**src/rtl/fpnew_pkg.sv**
```systemverilog
// Shared FP format definitions, classifier result type and FCLASS mask encoding.
package fpnew_pkg;

  typedef enum logic [2:0] {
    FP32    = 3'd0,
    FP64    = 3'd1,
    FP16    = 3'd2,
    FP8     = 3'd3,
    FP16ALT = 3'd4
  } fp_format_e;

  typedef struct packed {
    logic is_normal;
    logic is_subnormal;
    logic is_zero;
    logic is_inf;
    logic is_nan;
    logic is_signalling;
    logic is_quiet;
    logic is_boxed;
  } fp_info_t;

  localparam int unsigned CLASS_MASK_BITS = 10;

  typedef enum logic [CLASS_MASK_BITS-1:0] {
    NEGINF     = 10'h001,
    NEGNORM    = 10'h002,
    NEGSUBNORM = 10'h004,
    NEGZERO    = 10'h008,
    POSZERO    = 10'h010,
    POSSUBNORM = 10'h020,
    POSNORM    = 10'h040,
    POSINF     = 10'h080,
    SNAN       = 10'h100,
    QNAN       = 10'h200
  } classmask_e;

  function automatic int unsigned fp_width(fp_format_e fmt);
    case (fmt)
      FP64:    return 64;
      FP16:    return 16;
      FP8:     return 8;
      FP16ALT: return 16;
      default: return 32;
    endcase
  endfunction

  function automatic int unsigned exp_bits(fp_format_e fmt);
    case (fmt)
      FP64:    return 11;
      FP16:    return 5;
      FP8:     return 5;
      FP16ALT: return 8;
      default: return 8;
    endcase
  endfunction

  function automatic int unsigned man_bits(fp_format_e fmt);
    case (fmt)
      FP64:    return 52;
      FP16:    return 10;
      FP8:     return 2;
      FP16ALT: return 7;
      default: return 23;
    endcase
  endfunction

  // Unboxed operands read as the canonical quiet NaN; NaN classes ignore the sign.
  function automatic logic [CLASS_MASK_BITS-1:0] classify_to_mask(fp_info_t info, logic sign);
    if (!info.is_boxed)          return QNAN;
    else if (info.is_signalling) return SNAN;
    else if (info.is_quiet)      return QNAN;
    else if (info.is_inf)        return sign ? NEGINF     : POSINF;
    else if (info.is_normal)     return sign ? NEGNORM    : POSNORM;
    else if (info.is_subnormal)  return sign ? NEGSUBNORM : POSSUBNORM;
    else if (info.is_zero)       return sign ? NEGZERO    : POSZERO;
    else                         return '0;
  endfunction

endpackage

```
**src/rtl/fpnew_classifier.sv**
```systemverilog
// Shared operand classifier: decodes exponent/mantissa of each operand into fp_info_t.
module fpnew_classifier
  import fpnew_pkg::*;
#(
  parameter fp_format_e  FpFormat    = FP32,
  parameter int unsigned NumOperands = 1,
  localparam int unsigned WIDTH      = fp_width(FpFormat)
) (
  input  logic     [NumOperands-1:0][WIDTH-1:0] operands_i,
  input  logic     [NumOperands-1:0]            is_boxed_i,
  output fp_info_t [NumOperands-1:0]            info_o
);

  localparam int unsigned EXP_BITS = exp_bits(FpFormat);
  localparam int unsigned MAN_BITS = man_bits(FpFormat);

  for (genvar op = 0; op < int'(NumOperands); op++) begin : g_op
    logic [EXP_BITS-1:0] exponent;
    logic [MAN_BITS-1:0] mantissa;
    logic                exp_max, exp_zero, man_zero, boxed;
    logic                unused_sign;

    assign exponent    = operands_i[op][WIDTH-2 -: EXP_BITS];
    assign mantissa    = operands_i[op][MAN_BITS-1:0];
    assign unused_sign = operands_i[op][WIDTH-1];
    assign boxed       = is_boxed_i[op];
    assign exp_max     = (exponent == '1);
    assign exp_zero    = (exponent == '0);
    assign man_zero    = (mantissa == '0);

    always_comb begin
      info_o[op]               = '0;
      info_o[op].is_boxed      = boxed;
      info_o[op].is_normal     = boxed && !exp_zero && !exp_max;
      info_o[op].is_zero       = boxed && exp_zero && man_zero;
      info_o[op].is_subnormal  = boxed && exp_zero && !man_zero;
      info_o[op].is_inf        = boxed && exp_max && man_zero;
      info_o[op].is_nan        = !boxed || (exp_max && !man_zero);
      info_o[op].is_signalling = boxed && exp_max && !man_zero && !mantissa[MAN_BITS-1];
      info_o[op].is_quiet      = info_o[op].is_nan && !info_o[op].is_signalling;
    end
  end

endmodule

```
**src/rtl/fpnew_fclass_unit.sv**
```systemverilog
// FCLASS unit: NaN-box check, classification, class-mask encoding and an
// elastic valid/ready pipeline of NumPipeRegs stages with flush.
module fpnew_fclass_unit
  import fpnew_pkg::*;
#(
  parameter fp_format_e  FpFormat    = FP32,
  parameter int unsigned SrcWidth    = 64,
  parameter int unsigned NumPipeRegs = 1,
  parameter int unsigned TagWidth    = 4
) (
  input  logic                clk_i,
  input  logic                rst_ni,
  input  logic [SrcWidth-1:0] operand_i,
  input  logic [TagWidth-1:0] tag_i,
  input  logic                in_valid_i,
  output logic                in_ready_o,
  input  logic                flush_i,
  output logic [SrcWidth-1:0] result_o,
  output logic [TagWidth-1:0] tag_o,
  output logic                out_valid_o,
  input  logic                out_ready_i,
  output logic                busy_o
);

  localparam int unsigned WIDTH = fp_width(FpFormat);

  logic                       is_boxed;
  fp_info_t [0:0]             info;
  logic [CLASS_MASK_BITS-1:0] class_mask;

  if (SrcWidth == WIDTH) begin : g_box_full
    assign is_boxed = 1'b1;
  end else begin : g_box_check
    assign is_boxed = &operand_i[SrcWidth-1:WIDTH];
  end

  fpnew_classifier #(
    .FpFormat    (FpFormat),
    .NumOperands (1)
  ) i_classifier (
    .operands_i (operand_i[WIDTH-1:0]),
    .is_boxed_i (is_boxed),
    .info_o     (info)
  );

  assign class_mask = classify_to_mask(info[0], operand_i[WIDTH-1]);

  if (NumPipeRegs == 0) begin : g_comb
    logic unused_seq;
    assign unused_seq  = ^{clk_i, rst_ni, flush_i};
    assign out_valid_o = in_valid_i;
    assign in_ready_o  = out_ready_i;
    assign result_o    = SrcWidth'(class_mask);
    assign tag_o       = tag_i;
    assign busy_o      = 1'b0;
  end else begin : g_pipe
    logic [NumPipeRegs-1:0] stage_valid;
    logic [NumPipeRegs-1:0] stage_ready;

    // Ready ripples backward from the output: a stage can take data if it is
    // empty or its own content is leaving this cycle.
    always_comb begin
      logic downstream_ready;
      stage_ready      = '0;
      downstream_ready = out_ready_i;
      for (int unsigned k = 0; k < NumPipeRegs; k++) begin
        downstream_ready = !stage_valid[NumPipeRegs-1-k] || downstream_ready;
        stage_ready[NumPipeRegs-1-k] = downstream_ready;
      end
    end

    for (genvar i = 0; i < int'(NumPipeRegs); i++) begin : g_stage
      logic                       up_valid;
      logic [CLASS_MASK_BITS-1:0] up_mask;
      logic [TagWidth-1:0]        up_tag;
      logic                       valid_q;
      logic [CLASS_MASK_BITS-1:0] mask_q;
      logic [TagWidth-1:0]        tag_q;
      logic                       load;

      if (i == 0) begin : g_src
        assign up_valid = in_valid_i;
        assign up_mask  = class_mask;
        assign up_tag   = tag_i;
      end else begin : g_src
        assign up_valid = g_stage[i-1].valid_q;
        assign up_mask  = g_stage[i-1].mask_q;
        assign up_tag   = g_stage[i-1].tag_q;
      end

      assign load           = up_valid && stage_ready[i];
      assign stage_valid[i] = valid_q;

      always_ff @(posedge clk_i or negedge rst_ni) begin
        if (!rst_ni)             valid_q <= 1'b0;
        else if (flush_i)        valid_q <= 1'b0;
        else if (stage_ready[i]) valid_q <= up_valid;
      end

      always_ff @(posedge clk_i or negedge rst_ni) begin
        if (!rst_ni) begin
          mask_q <= '0;
          tag_q  <= '0;
        end else if (load) begin
          mask_q <= up_mask;
          tag_q  <= up_tag;
        end
      end
    end

    assign in_ready_o  = stage_ready[0];
    assign out_valid_o = g_stage[NumPipeRegs-1].valid_q;
    assign result_o    = SrcWidth'(g_stage[NumPipeRegs-1].mask_q);
    assign tag_o       = g_stage[NumPipeRegs-1].tag_q;
    assign busy_o      = |stage_valid;
  end

endmodule

```
**config.mk**
```make
export PLATFORM = sky130hd
export DESIGN_NAME = fpnew_fclass_unit
export DESIGN_NICKNAME = d
export VERILOG_FILES = /design/src/rtl/fpnew_pkg.sv /design/src/rtl/fpnew_classifier.sv /design/src/rtl/fpnew_fclass_unit.sv
export SDC_FILE = /design/constraint.sdc
export NUM_CORES = 1
export LEC_CHECK = 0
export ABC_AREA = 1
export BUFFER_PORTS_ARGS = -buffer_cell sky130_fd_sc_hd__clkbuf_2
export CAP_MARGIN = 10
export CELL_PAD_IN_SITES_DETAIL_PLACEMENT = 0
export CELL_PAD_IN_SITES_GLOBAL_PLACEMENT = 1
export CORE_AREA = 5 5 90 92
export CTS_CLUSTER_DIAMETER = 100
export DETAILED_ROUTE_END_ITERATION = 8
export DIE_AREA = 0 0 95 97
export PLACE_DENSITY_LB_ADDON = 0.08
export SETUP_SLACK_MARGIN = 0.2
export SYNTH_ARGS = -nofsm -noshare
export SYNTH_HDL_FRONTEND = slang
export SYNTH_SLANG_ARGS = --single-unit
```
**constraint.sdc**
```tcl
create_clock -name clk_i -period 0.9 [get_ports clk_i]
set_input_delay 0.045 -clock clk_i [delete_from_list [all_inputs] [get_ports clk_i]]
set_output_delay 0.045 -clock clk_i [all_outputs]
set_load 0.02 [all_outputs]
```
==> results.sh, run 1 <==
export IMPL_worst_path_max_fanout=2
export IMPL_drt_initial_drc_count=19
export IMPL_rrSetupSlack_ns=-0.08
export IMPL_grtUsageTotal_pct=8.55
export IMPL_reg2reg_depth=5
export IMPL_crit_end="in_ready_o"
export IMPL_synth_commonest_cells="nand2_1, buf_4, nor2_1"
export IMPL_crit_reg2reg_launch="busy_o"
export IMPL_hold_viol_final=0
export IMPL_cts_max_path_buffers=2
export IMPL_htree_levels=1
export IMPL_rsz0062_at_grt="true"
export IMPL_hold_path_depth=3
export IMPL_fmax_mhz=991
export IMPL_fin_crit_sh_pct=112
export IMPL_syn_inst=202
export IMPL_area_growth_pct=55.5
export IMPL_vdd_ir_drop_max_mv=0.292
export IMPL_yosysMostFrequentCell="nand2_1"
export IMPL_p_leak_nw=1.20
export IMPL_worstSkewPairLatency_ns=0.24
export IMPL_die_h_um=97
export IMPL_worstReg2RegEnd="g_pipe.g_stage[0].mask_q[6]"
export IMPL_dieArea_um2=9220
export IMPL_worst_hold_path_type="input pin to flip-flop"
export IMPL_startpoint="busy_o"
export IMPL_yosysTopAreaCellShare_pct=29.5
export IMPL_timing_final_crit_period_ns=1.01
export IMPL_io_pins=144
export IMPL_cp_end_kind="output pin"
export IMPL_place_port_buffers=89
export IMPL_dpl_hpwl_mm=3.56
export IMPL_rows=31
export IMPL_finalMaxSlewViolations=0
export IMPL_fin_hold_ws_ns=0.0122
export IMPL_grt_antenna_before_repair=0
export IMPL_syn_cell_area_um2=1400
export IMPL_ant_nets=0
export IMPL_drt_vias_per_instance=3.40
export IMPL_arrival_ns=0.96
export IMPL_diodes=0
export IMPL_gp_congestion=0.618
export IMPL_grt_pass1_wl_mm=6.49
export IMPL_critPathRequiredTime_ns=0.85
export IMPL_worstSetupPathType="flip-flop to output pin"
export IMPL_cap_violations=0
export IMPL_p_per_area_nw_per_um2=897
export IMPL_routed_wirelength_mm=4.09
export IMPL_numCtsBuffers=3
export IMPL_core_area_um2=7140
export IMPL_ys_seq_area_share_pct=26.8
export IMPL_violations="negative setup slack"
export IMPL_ys_flop_type="dfrtp_1"
export IMPL_yosys_top_cells_area="buf_4, dfrtp_1, nand2_1, nor2_1, nor2_2"
export IMPL_grt_pass1_vias=1498
export IMPL_start_util_pct=19.6
export IMPL_synth_warnings=0
export IMPL_clock_sinks=15
export IMPL_async_flop_share_pct=100
export IMPL_syn_avg_cell_area_um2=6.93
export IMPL_synth_cell_types=19
export IMPL_timing_final_ws_setup_ns=-0.109
export IMPL_cts_tree="yes"
export IMPL_final_area_um2=2180
export IMPL_ys_ff_latch=15
export IMPL_skew_ns=0.000588
export IMPL_nets=390
export IMPL_die_x_um=95
export IMPL_status="complete, but fails checks"
export IMPL_drive_above_1_share_pct=45.9
export IMPL_firstDrtPassIters=4
export IMPL_grt_ovfl_total=0
export IMPL_synth_edf_count=0
export IMPL_setup_violations=16
export IMPL_start_kind="flip-flop"
export IMPL_vias=1413
export IMPL_grt_max_degree=16
export IMPL_drc=0
export IMPL_placed_area_um2=1840
export IMPL_yosys_area_top_type="buf_4"
export IMPL_path_clk_slew_ns=0.06
export IMPL_wire_per_inst_um=9.87
export IMPL_root_buffer="clkbuf_8"
## kinds of logic (layout without fill, tap and decap cells)
group                  after synthesis  count (layout)  share of synthesized area (%)
and+or+nand+nor                    120             120                           39.7
other                                1              54                          0.268
buffers and inverters               63             124                           32.2
DFF                                 15              15                           26.8
AOI/OAI and AO/OA                    3               3                           1.07
## worst min path at each step
stage | startpoint | endpoint | slack (ns)
after detailed placement | rst_ni | tag_o[3] | -0.002
after global routing | tag_i[2] | tag_o[2] | 0.03
after floorplan | rst_ni | busy_o | -0.25
after global placement | rst_ni | tag_o[3] | -0.002
after CTS | tag_i[1] | tag_o[1] | 0.0007
final | tag_i[1] | tag_o[1] | 0.01
## layout make-up
cell class / instances / area, µm²
Fill cell: 823 / 4960
Clock inverter: 1 / 5.00
Multi-Input combinational cell: 177 / 816
Clock buffer: 3 / 41.3
Inverter: 7 / 33.8
Timing Repair inverter: 1 / 6.26
Sequential cell: 15 / 377
Tap cell: 99 / 124
Timing Repair Buffer: 112 / 774
## registers in the layout, summed over array words and instances (netlist names)
signal,cells
busy_o,1
g_pipe.g_stage.mask_q,10
tag_o,4
## metrics by stage
step	total power (W)	std cells	util (%)	worst slack, ns	TNS [ns]
4_1_cts	0.00195	412	29.5	-0.156	-1.50
2_1_floorplan	0.00125	255	-	-0.124	-1.52
3_5_place_dp	0.00132	397	25.8	-0.184	-1.58
6_report	0.00195	415	30.5	-0.109	-1.09
3_3_place_gp	0.00132	397	25.8	-0.163	-1.40
5_1_grt	0.00208	415	30.5	-0.153	-2.01
## cells in the final DEF, fill, tap and decap left out, types with 2 or more instances in the layout
cell type | Yosys | layout
nand2_4 | 2 | 2
clkbuf_8 | 0 | 10
nor2_1 | 27 | 27
buf_4 | 55 | 15
buf_8 | 0 | 2
nand4_1 | 7 | 7
dlygate4sd3_1 | 0 | 4
nor2_2 | 9 | 8
conb_1 | 1 | 54
nor2_4 | 2 | 3
nand3_1 | 4 | 4
clkbuf_2 | 0 | 72
nand2_2 | 5 | 12
dfrtp_1 | 15 | 14
buf_6 | 1 | 12
nand2_1 | 61 | 53
inv_1 | 6 | 6
## worst max-delay path, cell delays in order (launching register included)
cell and delay, ns:
dfrtp_2 0.42, nand2_4 0.09, buf_6 0.11, buf_8 0.10
## power by group
group | leakage [nW] | internal, W | switching [W] | total (W)
Combinational | 0.976 | 0.000265 | 0.000423 | 0.000688
Clock | 0.0255 | 0.000306 | 0.000241 | 0.000547
Sequential | 0.195 | 0.000698 | 0.0000204 | 0.000718
Total | 1.20 | 0.00127 | 0.000685 | 0.00195
## repair_timing
action	4_1_cts	5_1_grt
setup buffers	6	3
gates resized for setup	35	24
hold endpoints to repair	18	0
endpoints found under the setup margin	32	32
cloned	1	0
pin swaps	2	2
hold buffers	4	0
## layer usage
metal,up-vias,part of all wire [%],global-route usage [%]
li1,743,-,-
met3,2,11,2.40
met5,-,0,0
met4,0,0.20,1.66
met1,593,39,10.0
met2,75,50,15.3
(Power assumes the default switching activity.)
==> run 2, diff against run 1 <==
- SETUP_SLACK_MARGIN: 0.2 -> default
==> results.sh, run 2 (same netlist as run 1, synthesis figures left out) <==
export IMPL_status="complete, but fails checks"
export IMPL_violations="negative setup slack"
export IMPL_routed_wirelength_mm=3.97
export IMPL_switching_share_pct=35.4
export IMPL_p_per_area_nw_per_um2=949
export IMPL_vias=1371
export IMPL_die_h_um=97
export IMPL_diodes=0
export IMPL_vdd_ir_drop_max_mv=0.264
export IMPL_timing_final_ws_setup_ns=-0.110
export IMPL_seq_area_um2=377
export IMPL_drt_vias_per_instance=3.36
export IMPL_hold_path_depth=3
export IMPL_rows=31
export IMPL_arrival_ns=0.97
export IMPL_path_buf_inv=2
export IMPL_critPathRequiredTime_ns=0.85
export IMPL_top_register="g_pipe.g_stage.mask_q"
export IMPL_firstDrtPassIters=3
export IMPL_clockPowerShare_pct=28.7
export IMPL_finalMaxSlewViolations=0
export IMPL_dp_cells=397
export IMPL_start_kind="flip-flop"
export IMPL_setup_tns_ns=-1.08
export IMPL_grt_pass1_vias=1469
export IMPL_htree_levels=1
export IMPL_wire_per_inst_um=9.73
export IMPL_wl_met2_mm=1.99
export IMPL_startpoint="busy_o"
export IMPL_cap_violations=0
export IMPL_dieArea_um2=9220
export IMPL_grt_antenna_before_repair=0
export IMPL_rrSetupSlack_ns=-0.08
export IMPL_wl_met1_mm=1.49
export IMPL_switching_power_w=0.000680
export IMPL_cp_end_kind="output pin"
export IMPL_worstSetupPathType="flip-flop to output pin"
export IMPL_hold_viol_final=0
export IMPL_path_clk_slew_ns=0.07
export IMPL_setup_violations=16
export IMPL_internal_power_w=0.00124
export IMPL_worst_path_max_fanout=2
export IMPL_p_leak_nw=1.13
export IMPL_clock_sinks=15
export IMPL_ant_nets=0
export IMPL_final_common_cell="clkbuf_2"
export IMPL_cp_slowest_cell="dfrtp_2"
export IMPL_grt_ovfl_total=0
export IMPL_cts_tree="yes"
export IMPL_largest_register_ff_count=10
export IMPL_reg2reg_depth=5
export IMPL_worst_hold_path_type="input pin to flip-flop"
export IMPL_crit_cells=3
export IMPL_final_cell_mix="clkbuf_2, conb_1, nand2_1"
export IMPL_place_port_buffers=89
export IMPL_cpPeakStageDelay_ns=0.42
export IMPL_crit_reg2reg_launch="busy_o"
export IMPL_core_area_um2=7140
export IMPL_nets=383
export IMPL_gp_congestion=0.618
export IMPL_final_area_um2=2020
export IMPL_grtUsageTotal_pct=8.50
export IMPL_start_util_pct=19.6
export IMPL_area_growth_pct=44.4
export IMPL_fin_crit_sh_pct=112
export IMPL_route_met3_wl_um=479
export IMPL_fill_cells=861
export IMPL_io_pins=144
export IMPL_grt_pass1_wl_mm=6.40
export IMPL_multiInputGateArea_um2=817
export IMPL_cts_max_path_buffers=2
export IMPL_rsz0062_at_grt="true"
export IMPL_final_util_pct=28.3
export IMPL_placed_area_um2=1840
export IMPL_die_x_um=95
export IMPL_skew_ns=0.00529
export IMPL_grt_max_degree=16
export IMPL_numCtsBuffers=3
export IMPL_fmax_mhz=990
export IMPL_combPwrFrac_pct=34.2
export IMPL_critPathTopFamily="flip-flops"
export IMPL_highest_layer="met4"
export IMPL_fin_cells=408
export IMPL_drt_initial_drc_count=17
export IMPL_dpl_hpwl_mm=3.55
export IMPL_worstPathCellList="nand2_4 > buf_6 > buf_8"
export IMPL_hp_start="tag_i[1]"
export IMPL_drive_above_1_share_pct=44.7
export IMPL_timing_final_crit_period_ns=1.01
export IMPL_power_frac_seq_pct=37.1
export IMPL_worstSkewPairLatency_ns=0.25
export IMPL_p_total_w=0.00192
export IMPL_root_buffer="clkbuf_8"
export IMPL_drc=0
## run 2: cell count changes in the layout (fill, tap and decap cells not counted), moves of 5 or more
| cell | before | now |
|---|---|---|
| buf_6 | 12 | 4 |
| clkbuf_2 | 72 | 86 |
| clkbuf_8 | 10 | 5 |
| buf_4 | 15 | 8 |
## run 2: worst register-to-register path, stage by stage, from the launching register on
cell and delay [ns]:
dfrtp_2 0.42, nand2_4 0.09, nand2_8 0.11, buf_4 0.16, nand2_1 0.05, nand2_1 0.04
## run 2: layout make-up
type	instances	share of cell area, %
Tap cell	99	6.13
Timing Repair Buffer	105	30.6
Clock inverter	1	0.248
Sequential cell	15	18.6
Multi-Input combinational cell	177	40.4
Clock buffer	3	2.04
Inverter	7	1.67
Timing Repair inverter	1	0.309
## run 2: path summary, 6_finish.rpt
| check | end |
|---|---|
| setup / recovery | in_ready_o |
| hold / removal | tag_o[1] |
| setup reg to reg | g_pipe.g_stage[0].mask_q[1] |
| hold reg to reg | g_pipe.g_stage[0].mask_q[6] |
| max in group asynchronous | busy_o |
| min in group asynchronous | g_pipe.g_stage[0].mask_q[7] |
## run 2: routing by layer
layer | global-route usage, % | vias up
li1 | - | 729
met5 | 0 | -
met3 | 2.79 | 2
met1 | 9.74 | 565
met2 | 15.2 | 75
met4 | 1.66 | 0
## run 2: power groups by stage
| stage | combinational (W) | clock, W | sequential (W) |
|---|---|---|---|
| after floorplan | 0.000502 | 0 | 0.000753 |
| after global placement | 0.000594 | 0 | 0.000723 |
| after detailed placement | 0.000594 | 0 | 0.000723 |
| after CTS | 0.000648 | 0.000576 | 0.000711 |
| after global routing | 0.000721 | 0.000617 | 0.000715 |
| final | 0.000656 | 0.000551 | 0.000713 |
## run 2: what timing repair did
item | in CTS | in global routing
buffers inserted | 2 | 0
cloned | 1 | 0
gates resized for setup | 16 | 6
pin swaps | 2 | 2
hold endpoints to repair | 18 | 0
setup endpoints to repair | 16 | 18
hold buffers | 4 | 0
## run 2: stage by stage
step	setup slack (ns)	hold slack, ns
2_1_floorplan	-0.124	-0.251
3_3_place_gp	-0.163	-0.00215
3_5_place_dp	-0.199	-0.00199
4_1_cts	-0.155	0.000165
5_1_grt	-0.159	0.0265
6_report	-0.110	0.00726
